## config.mk

```make
export PLATFORM = sky130hd
export DESIGN_NAME = pdp8_bin_loader
export DESIGN_NICKNAME = d
export VERILOG_FILES = /design/src/rtl/pdp8_bin_loader_pkg.sv /design/src/rtl/pdp8_bin_loader_frame_decode.sv /design/src/rtl/pdp8_bin_loader.sv
export SDC_FILE = /design/constraint.sdc
export NUM_CORES = 1
export LEC_CHECK = 0
export CAP_MARGIN = 20
export CORE_UTILIZATION = 40
export DETAILED_ROUTE_END_ITERATION = 10
export GPL_TIMING_DRIVEN = 1
export PLACE_DENSITY = 0.56
export SLEW_MARGIN = 15
export SYNTH_ARGS = -nofsm -noshare
export SYNTH_HDL_FRONTEND = slang
export SYNTH_SLANG_ARGS = --single-unit
```

## constraint.sdc

```tcl
create_clock -name i_clk -period 3 [get_ports i_clk]
set_input_delay 0.45 -clock i_clk [delete_from_list [all_inputs] [get_ports i_clk]]
set_output_delay 0.45 -clock i_clk [all_outputs]
set_load 0.03 [all_outputs]
```

## src/rtl/pdp8_bin_loader_pkg.sv

```systemverilog
// pdp8_bin_loader_pkg: FSM state encoding and tape byte constants shared by the BIN loader files.
package pdp8_bin_loader_pkg;

    typedef enum logic [2:0] {
        S_IDLE,
        S_LEAD,
        S_HI,
        S_LO,
        S_WR,
        S_END
    } state_t;

    localparam logic [1:0] FC_DATA   = 2'b00;
    localparam logic [1:0] FC_ORIGIN = 2'b01;
    localparam logic [1:0] FC_LEADER = 2'b10;
    localparam logic [1:0] FC_FIELD  = 2'b11;

    localparam logic [7:0] RUBOUT_CODE = 8'o377;

endpackage

```

## src/rtl/pdp8_bin_loader_frame_decode.sv

```systemverilog
// pdp8_bin_loader_frame_decode: classifies one BIN tape byte and extracts its field/payload bits.
// Define BIN_RUBOUT_EN to recognise 377 as a rubout instead of a field-7 frame.
module pdp8_bin_loader_frame_decode
    import pdp8_bin_loader_pkg::*;
#(
    parameter logic [7:0] LEADER_CODE = 8'o200
) (
    input  logic [7:0] i_byte,
    output logic       o_is_leader,
    output logic       o_is_origin,
    output logic       o_is_data,
    output logic       o_is_field,
    output logic       o_is_rubout,
    output logic [2:0] o_field,
    output logic [5:0] o_payload
);

    logic [1:0] w_class;

    assign w_class     = i_byte[7:6];
    assign o_is_leader = (w_class == FC_LEADER) && (i_byte == LEADER_CODE);
    assign o_is_origin = (w_class == FC_ORIGIN);
    assign o_is_data   = (w_class == FC_DATA);
    assign o_is_field  = (w_class == FC_FIELD);
    assign o_field     = i_byte[5:3];
    assign o_payload   = i_byte[5:0];
`ifdef BIN_RUBOUT_EN
    assign o_is_rubout = (i_byte == RUBOUT_CODE);
`else
    assign o_is_rubout = 1'b0;
`endif

endmodule

```

## src/rtl/pdp8_bin_loader.sv

```systemverilog
// pdp8_bin_loader: BIN paper-tape loader that deposits 12-bit words onto the RAM bus while the CPU is held.
// Rubout skipping (BIN_RUBOUT_EN) is decided by the frame decoder; this file handles it generically.
module pdp8_bin_loader
    import pdp8_bin_loader_pkg::*;
#(
    parameter logic [7:0] LEADER_CODE   = 8'o200,
    parameter logic [2:0] DEFAULT_FIELD = 3'o0
) (
    input  logic        i_clk,
    input  logic        i_reset,
    input  logic        i_start,
    input  logic        i_byte_valid,
    input  logic [7:0]  i_byte_data,
    output logic        o_byte_ready,
    output logic [14:0] o_ram_addr,
    output logic [11:0] o_ram_data_out,
    output logic        o_ram_wr,
    output logic        o_busy,
    output logic        o_done,
    output logic        o_cksum_err
);

    state_t      r_state, w_state_nxt;
    logic        w_leader, w_origin, w_data, w_field_frm, w_rubout;
    logic [2:0]  w_field;
    logic [5:0]  w_payload;
    logic        w_take, w_live;
    logic [11:0] w_word;

    logic [2:0]  r_field;
    logic [11:0] r_addr, r_sum, r_sum_pre, r_sum_excl, r_pend, r_wr_data;
    logic [14:0] r_pend_addr, r_wr_addr;
    logic [5:0]  r_hi;
    logic        r_hi_data, r_pend_v, r_ign, r_done, r_cksum_err;

    pdp8_bin_loader_frame_decode #(
        .LEADER_CODE (LEADER_CODE)
    ) u_decode (
        .i_byte      (i_byte_data),
        .o_is_leader (w_leader),
        .o_is_origin (w_origin),
        .o_is_data   (w_data),
        .o_is_field  (w_field_frm),
        .o_is_rubout (w_rubout),
        .o_field     (w_field),
        .o_payload   (w_payload)
    );

    assign w_take         = i_byte_valid & o_byte_ready;
    assign w_live         = w_take & ~w_rubout & ~r_ign;
    assign w_word         = {r_hi, w_payload};
    assign o_ram_addr     = r_wr_addr;
    assign o_ram_data_out = r_wr_data;
    assign o_done         = r_done;
    assign o_cksum_err    = r_cksum_err;

    always_ff @(posedge i_clk) begin
        if (!i_reset)
            r_state <= S_IDLE;
        else
            r_state <= w_state_nxt;
    end

    always_comb begin
        w_state_nxt  = r_state;
        o_byte_ready = 1'b0;
        o_busy       = 1'b1;
        o_ram_wr     = 1'b0;
        case (r_state)
            S_IDLE: begin
                o_busy = 1'b0;
                if (i_start)
                    w_state_nxt = S_LEAD;
            end
            S_LEAD: begin
                o_byte_ready = 1'b1;
                if (w_live && (w_origin || w_data))
                    w_state_nxt = S_LO;
                else if (w_live && w_field_frm)
                    w_state_nxt = S_HI;
            end
            S_HI: begin
                o_byte_ready = 1'b1;
                if (w_live && (w_origin || w_data))
                    w_state_nxt = S_LO;
                else if (w_live && w_leader)
                    w_state_nxt = S_END;
            end
            S_LO: begin
                o_byte_ready = 1'b1;
                if (w_live)
                    w_state_nxt = (r_hi_data && r_pend_v) ? S_WR : S_HI;
            end
            S_WR: begin
                o_ram_wr    = 1'b1;
                w_state_nxt = S_HI;
            end
            S_END: begin
                o_busy      = 1'b0;
                w_state_nxt = S_IDLE;
            end
            default: w_state_nxt = S_IDLE;
        endcase
    end

    always_ff @(posedge i_clk) begin
        if (!i_reset) begin
            r_field     <= DEFAULT_FIELD;
            r_addr      <= '0;
            r_sum       <= '0;
            r_sum_pre   <= '0;
            r_sum_excl  <= '0;
            r_pend      <= '0;
            r_pend_addr <= '0;
            r_pend_v    <= 1'b0;
            r_hi        <= '0;
            r_hi_data   <= 1'b0;
            r_ign       <= 1'b0;
            r_wr_addr   <= '0;
            r_wr_data   <= '0;
            r_done      <= 1'b0;
            r_cksum_err <= 1'b0;
        end else begin
            if (r_state == S_IDLE && i_start) begin
                r_sum       <= '0;
                r_sum_excl  <= '0;
                r_pend_v    <= 1'b0;
                r_ign       <= 1'b0;
                r_done      <= 1'b0;
                r_cksum_err <= 1'b0;
            end
            if (w_take && w_rubout)
                r_ign <= ~r_ign;
            if (w_live && (r_state == S_LEAD || r_state == S_HI)) begin
                if (w_field_frm)
                    r_field <= w_field;
                if (w_origin || w_data) begin
                    r_hi      <= w_payload;
                    r_hi_data <= w_data;
                    r_sum_pre <= r_sum;
                    r_sum     <= r_sum + 12'(i_byte_data);
                end
            end
            // The newest data word is held back: it may turn out to be the checksum.
            if (w_live && r_state == S_LO) begin
                r_sum <= r_sum + 12'(i_byte_data);
                if (!r_hi_data)
                    r_addr <= w_word;
                else begin
                    if (r_pend_v) begin
                        r_wr_addr <= r_pend_addr;
                        r_wr_data <= r_pend;
                    end
                    r_pend      <= w_word;
                    r_pend_addr <= {r_field, r_addr};
                    r_pend_v    <= 1'b1;
                    r_sum_excl  <= r_sum_pre;
                    r_addr      <= r_addr + 12'd1;
                end
            end
            if (r_state == S_END) begin
                r_done      <= 1'b1;
                r_cksum_err <= r_pend_v && (r_pend != r_sum_excl);
            end
        end
    end

endmodule
```

# Word level (Yosys, flattened, before mapping)
# Cells that the tools add are included.
# totals
output_inout_bits	32
ff_bits	118
# op_classes
bitwise	1
mux	25
reduce_logical	21
eq_ne	14
add_sub_neg	2
# op_table
cell	n
$mux 12	8
$mux 3	7
$pmux 3 s5	1
$add 12x1->12 const B	1
$add 12x8->12	1
$ne 12x12->1	1
$logic_and 1x1->1	9
$mux 1	9
$eq 8x8->1 const B	1
$eq 3x2->1 const B	2
$eq 3x3->1 const B	2
$ne 3x3->1 const B	2
$reduce_and 2->1	3
$eq 2x2->1 const B	2
$ne 2x2->1 const B	2
$reduce_and 4->1	1
$eq 3x1->1 const B	1
$logic_not 3->1	1
$reduce_and 3->1	1
$reduce_or 3->1	1
$eq 2x1->1 const B	1
$logic_not 2->1	1
$logic_or 1x1->1	2
$reduce_bool 2->1	1
2 further kinds	2

# Logic depth before layout (Yosys ltp)
# depth
word_depth	8
depth_mapped	8
mapped_depth_nobuf	8

# Hierarchy
# From an unflattened synthesis, not the netlist that was laid out.
# unflattened
cells_unflattened	691
hier_area_um2	5320.1
# modules_own_cells
mod	seq_area_each_um2	instances	cells_each	area_each_um2
pdp8_bin_loader	2382.3	1	674	5205.0
pdp8_bin_loader_frame_decode	0.0	1	17	115.1

# Worst setup path after synthesis
# Ideal clock, no wire load.
# synth_timing
path_type	input -> register
from	input port i_byte_data[0]
to	register r_sum[10]
path_slack_ns	0.956
path_stages	8
setup_ns	0.134
path_buffers	0
t_arrival_ns	1.911
path_cell_list	ha_1 inv_1 fa_1 nand2b_1 a211o_1 a21oi_1 a31o_2 a31oi_1
# synth_between
elab_chain_len	4
# synth_rtl
item	line_no	text
start: declaration	pdp8_bin_loader.sv:13	input logic [7:0] i_byte_data,
$add 12x8->12 (*)	pdp8_bin_loader.sv:141, pdp8_bin_loader.sv:146	
$mux 12	pdp8_bin_loader.sv:137	if (w_origin || w_data) begin
$mux 12	pdp8_bin_loader.sv:134	if (w_live && (r_state == S_LEAD || r_state == S_HI)) begin
$mux 12 (*)	pdp8_bin_loader.sv:145	if (w_live && r_state == S_LO) begin
end signal: assignment	pdp8_bin_loader.sv:141	r_sum <= r_sum + 12'(i_byte_data);
end signal: assignment	pdp8_bin_loader.sv:146	r_sum <= r_sum + 12'(i_byte_data);
end: declaration	pdp8_bin_loader.sv:31	logic [11:0] r_addr, r_sum, r_sum_pre, r_sum_excl, r_pend, r_wr_data;
# Mark *: on every way between the ends. The rest lies on a longest branch, timed or not.
# A chain may end at the register's enable or synchronous reset.

# Worst setup path after layout
# layout_timing
from	register r_state[0]
to	output port o_busy
# layout_between
elab_chain_len	3
elab_cells_between_ends	4
# layout_rtl
item	line_no	text
start: declaration	pdp8_bin_loader.sv:23	state_t r_state, w_state_nxt;
start signal: assignment	pdp8_bin_loader.sv:61	r_state <= w_state_nxt;
$eq 3x3->1 or $logic_not 3->1 (tied branches)	pdp8_bin_loader.sv:69	case (r_state)
$reduce_or 2->1 (no source line) (*)	n/a	
$mux 1 (*)	pdp8_bin_loader.sv:69	
end: declaration	pdp8_bin_loader.sv:18	output logic o_busy,
# Marks and branches as above.

==> load_flow_metrics.sql <==
INSERT INTO impl_metrics (metric_group, metric, value, unit) VALUES
('run_status', 'status', 'completed', ''),
('flow_run', 'max_cap_viol_count', '0', ''),
('detailed_routing', 'vias_per_cell', '5.14', ''),
('grt', 'grt_first_pass_wirelength', '20700', 'µm'),
('synth', 'synthDominantAreaCellType', 'sky130_fd_sc_hd__dfxtp_1', ''),
('grt', 'first_global_vias', '4139', ''),
('floorplanning', 'fp.dieArea', '0.0135', 'mm²'),
('floorplanning', 'chipHeight', '116', 'µm'),
('clock_network', 'cts-root-buf', 'sky130_fd_sc_hd__clkbuf_16', ''),
('synth', 'ys_warn_count', '0', ''),
('grt', 'grt_start_max_net_pins', '70', ''),
('critical_path', 'start_kind', 'register', ''),
('clock_network', 'cts.hold.buffers_added', '0', ''),
('synth', 'cell_count_after_synthesis', '629', ''),
('synth', 'synth-seq-cells', '118', ''),
('cells_and_area', 'final_core_util', '50.8', '%'),
('synth', 'synthFlopType', 'sky130_fd_sc_hd__dfxtp_1', ''),
('floorplanning', 'top_level_ports', '44', ''),
('cells_and_area', 'area_growth', '23.0', '%'),
('synth', 'synth_enable_flop_cells', '0', ''),
('power', 'finalPower', '4.19', 'mW'),
('sta', 'fmax', '398', 'MHz'),
('synth', 'yosysMostFrequentCell', 'sky130_fd_sc_hd__nand2_1', ''),
('sta', 'min_period_over_period', '83.8', '%'),
('synth', 'synth_seq_area_share', '45.2', '%'),
('synth', 'synthTopCellsByArea', 'sky130_fd_sc_hd__dfxtp_1 45%, sky130_fd_sc_hd__nand2_1 11%, sky130_fd_sc_hd__a21oi_1 8.4%', ''),
('sta', 'final_setup_violations', '0', ''),
('floorplanning', 'core.rowCount', '41', ''),
('detailed_routing', 'detailedRoute.firstIterationViolations', '239', ''),
('synth', 'post_synth_instance_area', '0.00523', 'mm²'),
('detailed_routing', 'wirelength', '12700', 'µm'),
('clock_network', 'cts.sink_count', '118', ''),
('clock_network', 'clk_pin_slew_worst_paths', '0.05', 'ns'),
('synth', 'avgSynthCellArea', '8.31', 'µm²'),
('critical_path', 'timing.setup.critical_path_class', 'reg -> out', ''),
('synth', 'synth.lib_cells_used.distinct', '56', ''),
('grt', 'antenna_found_initial', '0', ''),
('sta', 'final_layout_worst_hold_slack', '0.449', 'ns'),
('detailed_routing', 'wl_per_instance', '15.0', 'µm'),
('floorplanning', 'coreArea', '0.0127', 'mm²'),
('min_path', 'min_path_type', 'reg -> reg', ''),
('detailed_routing', 'route.detailed.drc', '0', ''),
('critical_path', 'timing.critical_path.fanout_max', '12', ''),
('sta', 'worst_slew_pin_slew', '0.717', 'ns'),
('synth', 'synth_top_cells_by_count', '148 x sky130_fd_sc_hd__nand2_1, 118 x sky130_fd_sc_hd__dfxtp_1, 88 x sky130_fd_sc_hd__a21oi_1, 38 x sky130_fd_sc_hd__nor2_1, 25 x sky130_fd_sc_hd__mux2i_1', ''),
('cells_and_area', 'share_of_final_layout_standard_cells_stronger_than_drive_strength_1', '9.44', '%'),
('sta', 'slew-limit-headroom', '52.2', '%'),
('detailed_routing', 'dr.pass1.iters', '4', ''),
('floorplanning', 'die-width', '116', 'µm'),
('cells_and_area', 'finish.cell_count_without_fillers', '850', ''),
('synth', 'synth-async-reset-ratio', '0', '%'),
('cells_and_area', 'fin_nets', '688', ''),
('sta', 'finalCriticalPeriod', '2.51', 'ns'),
('critical_path', 'worst-r2r-setup-slack', '0.83', 'ns'),
('detailed_routing', 'postRouteAntennaNets', '0', ''),
('clock_network', 'cts_buffers', '17', ''),
('clock_network', 'cts-root-to-sink-buffers', '2', ''),
('synth', 'synth_top_area_share', '45.2', '%'),
('place', 'place.gp.congestion', '0.869', ''),
('place', 'hpwl', '8590', 'µm'),
('sta', 'unrepaired_setup_endpoints_after_global_routing', 'no', ''),
('power', 'power.static_leakage', '2.17', 'nW'),
('power', 'power_density', '652', 'mW/mm²'),
('cells_and_area', 'fillerInstances', '1269', ''),
('clock_network', 'post_cts_buffers', '0', ''),
('clock_network', 'ctsResizeCount', '0', ''),
('grt', 'grt_usage', '20.1', '%'),
('synth', 'mappedNetlistNets', '651', ''),
('place', 'place_inst', '819', ''),
('cells_and_area', 'antennaDiodeCount', '0', ''),
('floorplanning', 'floorplan.initialDensity', '41.3', '%');
==> worst max-delay path: stages, from the launching register on <==
cell and delay (ns):
sky130_fd_sc_hd__dfxtp_1 0.61, sky130_fd_sc_hd__nor2_1 0.20, sky130_fd_sc_hd__o21bai_1 0.17, sky130_fd_sc_hd__clkdlybuf4s50_1 0.68
==> report_power, final <==
| group | leakage [nW] | internal, mW | switching (mW) |
|---|---|---|---|
| clock network | 0.310 | 1.45 | 0.679 |
| registers | 0.951 | 1.60 | 0.0522 |
| logic | 0.907 | 0.162 | 0.253 |
==> through the flow <==
| stage | worst slack [ns] | instance area, µm² |
|---|---|---|
| after floorplan | 0.956 | 5230 |
| after global placement | 0.388 | 5810 |
| after detailed placement | 0.253 | 5810 |
| after CTS | 0.454 | 6430 |
| after global routing | 0.394 | 6430 |
| final | 0.486 | 6430 |
==> worst paths after layout <==
check                                 to  cells past startpoint                         from
min reg2reg  o_ram_addr[14]$_SDFFE_PN0P_                      2  o_ram_addr[14]$_SDFFE_PN0P_
min          o_ram_addr[14]$_SDFFE_PN0P_                      2  o_ram_addr[14]$_SDFFE_PN0P_
max reg2reg         r_sum[10]$_SDFF_PN0_                      8          r_sum[0]$_SDFF_PN0_
max                               o_busy                      3      r_state[0]$_SDFFE_PN0P_
==> state kept, by name, summed over array words and instances, names as in the netlist <==
name and cells:
o_cksum_err 1, o_done 1, o_ram_addr 15, o_ram_data_out 12, r_addr 12, r_field 3
r_hi 6, r_hi_data 1, r_pend 12, r_pend_addr 15, r_pend_v 1, r_state 3
r_sum 12, r_sum_excl 12, r_sum_pre 12
==> routing by layer <==
layer  track usage, %  up-vias  wire (µm)
met5                0        -          0
met4             8.12        0        149
met3             4.51       14        569
met2             33.3       78       6000
met1             25.4     2027       6000
li1                 -     2248          -
==> cells by family after synthesis <==
kind of cell	after synthesis	synth area share, %
simple gates	264	23.2
mux	26	5.00
buf+inv	48	4.57
fa+ha+maj	10	2.54
flops	118	45.2
compound gates	145	16.5
xor+xnor	18	3.01
==> final cells by class <==
type,count,area [µm²],share of cell area [%]
Inverter,5,18.8,0.292
Clock buffer,22,474,7.37
Tap cell,172,215,3.35
Multi-Input combinational cell,463,2640,41.0
Sequential cell,118,2360,36.7
Timing Repair Buffer,61,578,8.99
Clock inverter,9,149,2.31
==> placed cells by master (no fill, tap or decap), types with 9 or more instances in the layout <==
master	count
sky130_fd_sc_hd__a21oi_1	88
sky130_fd_sc_hd__buf_4	17
sky130_fd_sc_hd__clkbuf_16	17
sky130_fd_sc_hd__clkdlybuf4s50_1	43
sky130_fd_sc_hd__dfxtp_1	118
sky130_fd_sc_hd__ha_1	9
sky130_fd_sc_hd__mux2i_1	25
sky130_fd_sc_hd__nand2_1	148
sky130_fd_sc_hd__nand3_1	23
sky130_fd_sc_hd__nand4_1	10
sky130_fd_sc_hd__nor2_1	38
sky130_fd_sc_hd__o21ai_0	10
sky130_fd_sc_hd__xnor2_1	14
(Power assumes the default switching activity.)
